**config.mk**
```make
export PLATFORM = sky130hd
export DESIGN_NAME = dmem_bus_adapter
export DESIGN_NICKNAME = d
export VERILOG_FILES = /design/src/rtl/dmem_bus_adapter.sv
export SDC_FILE = /design/constraint.sdc
export NUM_CORES = 1
export LEC_CHECK = 0
export BUFFER_PORTS_ARGS = -buffer_cell sky130_fd_sc_hd__buf_4
export CORE_ASPECT_RATIO = 1.4
export CORE_MARGIN = 3
export CORE_UTILIZATION = 35
export CTS_CLUSTER_DIAMETER = 50
export DETAILED_ROUTE_END_ITERATION = 8
export GPL_TIMING_DRIVEN = 1
export SYNTH_ARGS = -nofsm -noshare
export SYNTH_HDL_FRONTEND = slang
export SYNTH_SLANG_ARGS = --single-unit
```
**constraint.sdc**
```tcl
create_clock -name clk_i -period 3.9 [get_ports clk_i]
set_input_delay 0.78 -clock clk_i [delete_from_list [all_inputs] [get_ports clk_i]]
set_output_delay 0.78 -clock clk_i [all_outputs]
set_load 0.005 [all_outputs]
```
**src/rtl/dmem_bus_adapter.sv**
```systemverilog
// dmem_bus_adapter: turns a core load/store into one word-aligned bus transaction with byte enables,
// stalls the core until it completes, and returns extended load data.
module dmem_bus_adapter #(
    parameter int TIMEOUT_CYCLES = 255
) (
    input  logic        clk_i,
    input  logic        rst_ni,
    input  logic        dm_wr_i,
    input  logic        dm_rd_i,
    input  logic [2:0]  dm_ctrl_i,
    input  logic [31:0] addr_i,
    input  logic [31:0] data_wr_i,
    output logic [31:0] data_rd_o,
    output logic        stall_o,
    output logic        bus_req_o,
    output logic        bus_we_o,
    output logic [31:0] bus_addr_o,
    output logic [3:0]  bus_be_o,
    output logic [31:0] bus_wdata_o,
    input  logic        bus_ready_i,
    input  logic [31:0] bus_rdata_i,
    output logic        misalign_err_o,
    output logic        bus_err_o
);
    typedef enum logic [1:0] {IDLE, REQ, RESP} state_t;
    localparam logic [7:0] CNT_LAST = 8'(TIMEOUT_CYCLES - 1);
    state_t      state_q, state_d;
    logic [7:0]  cnt_q, cnt_d;
    logic        req_q, req_d, we_q, we_d, mis_q, mis_d, berr_q, berr_d;
    logic [31:0] addr_q, addr_d, wdata_q, wdata_d, rdata_q, rdata_d;
    logic [3:0]  be_q, be_d;
    logic [2:0]  ctrl_q, ctrl_d;
    logic        go, bad;
    logic [7:0]  byte_v;
    logic [15:0] half_v;

    assign go = dm_wr_i | dm_rd_i;
    assign bad = (dm_ctrl_i[1:0] == 2'b11) || (dm_ctrl_i == 3'b110)
              || (dm_ctrl_i[1:0] == 2'b01 && addr_i[0])
              || (dm_ctrl_i[1:0] == 2'b10 && addr_i[1:0] != 2'b00);
    assign byte_v = rdata_q[{addr_q[1:0], 3'b000} +: 8];
    assign half_v = addr_q[1] ? rdata_q[31:16] : rdata_q[15:0];

    always_ff @(posedge clk_i or negedge rst_ni) begin
        if (!rst_ni) begin
            state_q <= IDLE;
            cnt_q   <= '0;
            req_q   <= 1'b0;
            we_q    <= 1'b0;
            mis_q   <= 1'b0;
            berr_q  <= 1'b0;
            addr_q  <= '0;
            wdata_q <= '0;
            rdata_q <= '0;
            be_q    <= '0;
            ctrl_q  <= '0;
        end else begin
            state_q <= state_d;
            cnt_q   <= cnt_d;
            req_q   <= req_d;
            we_q    <= we_d;
            mis_q   <= mis_d;
            berr_q  <= berr_d;
            addr_q  <= addr_d;
            wdata_q <= wdata_d;
            rdata_q <= rdata_d;
            be_q    <= be_d;
            ctrl_q  <= ctrl_d;
        end
    end

    always_comb begin
        state_d = state_q;
        cnt_d   = cnt_q;
        req_d   = req_q;
        we_d    = we_q;
        mis_d   = 1'b0;
        berr_d  = 1'b0;
        addr_d  = addr_q;
        wdata_d = wdata_q;
        rdata_d = rdata_q;
        be_d    = be_q;
        ctrl_d  = ctrl_q;
        case (state_q)
            IDLE: if (go) begin
                if (bad) begin
                    mis_d   = 1'b1;
                    rdata_d = '0;
                    state_d = RESP;
                end else begin
                    we_d    = dm_wr_i;
                    addr_d  = addr_i;
                    ctrl_d  = dm_ctrl_i;
                    be_d    = dm_ctrl_i[1:0] == 2'b00 ? 4'b0001 << addr_i[1:0]
                            : dm_ctrl_i[1:0] == 2'b01 ? (addr_i[1] ? 4'b1100 : 4'b0011) : 4'b1111;
                    wdata_d = dm_ctrl_i[1:0] == 2'b00 ? {4{data_wr_i[7:0]}}
                            : dm_ctrl_i[1:0] == 2'b01 ? {2{data_wr_i[15:0]}} : data_wr_i;
                    req_d   = 1'b1;
                    cnt_d   = '0;
                    state_d = REQ;
                end
            end
            REQ: begin
                if (bus_ready_i) begin
                    rdata_d = bus_rdata_i;
                    req_d   = 1'b0;
                    cnt_d   = '0;
                    state_d = RESP;
                end else if (cnt_q == CNT_LAST) begin
                    // abort with zero data so the core never waits on a hung bus
                    rdata_d = '0;
                    req_d   = 1'b0;
                    berr_d  = 1'b1;
                    cnt_d   = '0;
                    state_d = RESP;
                end else begin
                    cnt_d = cnt_q + 8'd1;
                end
            end
            RESP:    state_d = IDLE;
            default: state_d = IDLE;
        endcase
    end

    assign stall_o        = (state_q == REQ) || (state_q == IDLE && go);
    assign bus_req_o      = req_q;
    assign bus_we_o       = we_q;
    assign bus_addr_o     = {addr_q[31:2], 2'b00};
    assign bus_be_o       = be_q;
    assign bus_wdata_o    = wdata_q;
    assign misalign_err_o = mis_q;
    assign bus_err_o      = berr_q;
    assign data_rd_o = state_q != RESP ? 32'h0
                     : ctrl_q[1:0] == 2'b00 ? {{24{~ctrl_q[2] & byte_v[7]}}, byte_v}
                     : ctrl_q[1:0] == 2'b01 ? {{16{~ctrl_q[2] & half_v[15]}}, half_v}
                     : rdata_q;
endmodule

```
==> metrics.md <==
| Metric | Value |
|---|---|
| Fmax | 0.2929 GHz |
| CP Max Fanout | 16 |
| Synth top area share | 48.61% |
| Run status | finished clean |
| Hold crit path type | in -> async |
| Antenna violations before repair | 0 |
| Cell leakage power | 3.980 nW |
| PostCTS Resize Cnt | 0 |
| DP Wirelength | 11.63 mm |
| Worst Setup SP | addr_q[1] |
| Synth top area cells | dfrtp_1, mux2_4, a22o_1 |
| GP Congestion | 0.8906 |
| Most frequent cell after synthesis | dfrtp_1 |
| Syn Area/Cell | 11.20 sq um |
| Synth Area in Adders | 0.4155% |
| Final hold viol count | 0 |
| Max Buffers Root-to-Sink | 2 |
| RSZ-0062 raised after global routing | no |
| Final Non-Filler Cells | 919 |
| Placed Cells incl. Taps | 887 |
| Fin Clk Skew | 0.009664 ns |
| Fin Hold WS | 0.4751 ns |
| Core area | 16820 sq um |
| FILL cells | 1583 |
| Post-synth cell types | 49 |
| R2R depth | 7 |
| WS Path Type | reg -> out |
| Post-route design area | 8058 sq um |
| Vias/cell | 5.176 |
| Worst setup SP type | flip-flop |
| Syn Inst Count | 538 |
| Initial DRT Pass Iterations | 5 |
| Combinational family with the most area after synthesis | multiplexers |
| Post-synth top area cell | dfrtp_1 |
| Post-synthesis mux area share | 17.82% |
| Worst-skew pair later-pin latency | 0.41 ns |
| Finished Core Util | 47.92% |
| CP endpoint kind | output port |
| Port buffer count | 206 |
| DIE WIDTH | 116.9 um |
| Post-Synth Simple-Gate Area | 12.19% |
| WP data required | 3.12 ns |
| VDD IR-drop max | 0.2897 mV |
| Synth Area in Compound Gates | 13.23% |
| Slew Viols, Final | 0 |
| Grt ovf | 0 |
| Setup bufs post-CTS | 0 |
| Asr flop ratio synth | 100.0% |
| Wirelength per Cell | 17.73 um |
| DR iter-0 viols | 376 |
| EDFF count, synth | 0 |
| RR Endpoint | rdata_q[29] |
| Setup violators final | 0 |
| Commonest cells post-synth | dfrtp_1, nand2_1, mux2_4 |
| Mapped cell area | 6023 sq um |
| Worst r2r src | cnt_q[0] |
| Final period util | 87.55% |
| First-pass GRT wire length | 25.79 mm |
| Final min period | 3.414 ns |
| Die area | 18840 sq um |
| IO Count | 209 |
| Via count | 4757 |
| Htree depth | 4 |
| Power per cell area | 743.5 nW/um^2 |
| TNS Setup | 0 ns |
| Max Cap Violations | 0 |
| Ys Warns | 0 |
| Post-Synth XOR/XNOR Area | 0% |
| Initial core utilization | 35.82% |
| ANT nets after route | 0 |
| Most used DFF post-synth | dfrtp_1 |
| Final WL | 16.29 mm |
| Slew Limit Headroom | 28.76% |
| CTS root buf | clkbuf_16 |
| # clock sinks | 117 |
| Multi-input logic area | 2649 sq um |
| DR DRC count | 0 |
| Post-synthesis register bit count | 117 |
| Num CTS Buffers | 17 |
| Register area share after synthesis | 48.61% |
| Least-Margin Pin Slew | 1.065 ns |
| Largest net degree at the start of global routing | 102 |
| Hold_buf cts | 0 |
| Share of cells above drive strength 1 | 42.60% |
| Clock-pin slew on the worst setup and hold paths | 0.06 ns |
| Tot GR Track Use | 17.41% |
| Row count | 56 |
| Vias in the first global route | 4917 |
| CP endpoint | data_rd_o[25] |
| Die H | 161.2 um |
| CTS tree | done |
| Reg2reg setup slack | 1.64 ns |
| Area grow syn2layout | 33.78% |
| Final layout net count | 809 |
| N_diodes | 0 |
| Arr. time, crit path | 2.63 ns |
| Dpl cell area | 7461 sq um |
| Register area | 2928 sq um |
## layout by cell type, fill, tap and decap left out, drive strengths merged, types with 8 or more instances in the layout
cell and n:
buf 212, nor3 21, a21oi 17, nor2b 16
mux2i 24, dfrtp 117, mux2 42, a22o 33
clkbuf 21, a311oi 8, nand2 66, nor2 29
o21ai 35, mux4 9
## flip-flops by register name, indices dropped and copies added (netlist names)
register        flops
ctrl_q              3
bus_we_o            1
addr_q             32
rdata_q            32
bus_err_o           1
cnt_q               8
bus_be_o            4
bus_req_o           1
misalign_err_o      1
bus_wdata_o        32
state_q             2
## per-layer routing
layer / global-route usage, % / vias to the layer above / wire, um
met5: 0 / - / 0
met4: 5.738 / 0 / 309
met3: 5.885 / 25 / 1267
met2: 28.77 / 205 / 8228
met1: 21.18 / 2319 / 6488
li1: - / 2208 / -
## power by group
group / leakage (nW) / internal [mW] / switching [mW]
clock: 0.281 / 0.991 / 0.566
sequential: 1.47 / 1.71 / 0.445
combinational: 2.22 / 1.34 / 0.940
total: 3.98 / 4.04 / 1.95
## worst min path at each step
stage                               start         endpoint  depth (start not counted)
after floorplan                state_q[0]   misalign_err_o                          1
after global placement    bus_wdata_o[11]  bus_wdata_o[11]                          2
after detailed placement  bus_wdata_o[29]  bus_wdata_o[29]                          2
after CTS                     bus_be_o[0]      bus_be_o[0]                          2
after global routing          bus_be_o[0]      bus_be_o[0]                          2
final                              rst_ni       state_q[0]                          1
## metrics by stage
stage                     setup slack, ns  power, mW
after floorplan                     1.672      3.554
after global placement              1.011      4.406
after detailed placement           0.9509      4.459
after CTS                          0.4885      6.058
after global routing               0.3717      6.365
final                              0.4857      5.991
## logic make-up (layout without fill, tap and decap cells)
| kind of cell | count (synthesis) | after routing |
|---|---|---|
| and+or+nand+nor | 154 | 154 |
| DFF | 117 | 117 |
| AOI/OAI and AO/OA | 115 | 115 |
| muxes | 75 | 75 |
| buffers and inverters | 74 | 251 |
| adders and majority gates | 2 | 2 |
| other | 1 | 2 |
## final cells by class
type / instances / area share, %
Clock buffer: 21 / 5.839
Inverter: 7 / 0.3261
Timing Repair Buffer: 212 / 19.91
Clock inverter: 11 / 1.568
Sequential cell: 117 / 36.34
Multi-Input combinational cell: 348 / 32.87
Tap cell: 203 / 3.152
## critical path, cell delays in order (launching register included)
cell	delay [ns]
dfrtp_1	0.63
mux4_1	0.63
a21oi_2	0.63
nor3_1	0.15
buf_4	0.18
Note: power is estimated with default switching activity, not from simulation.
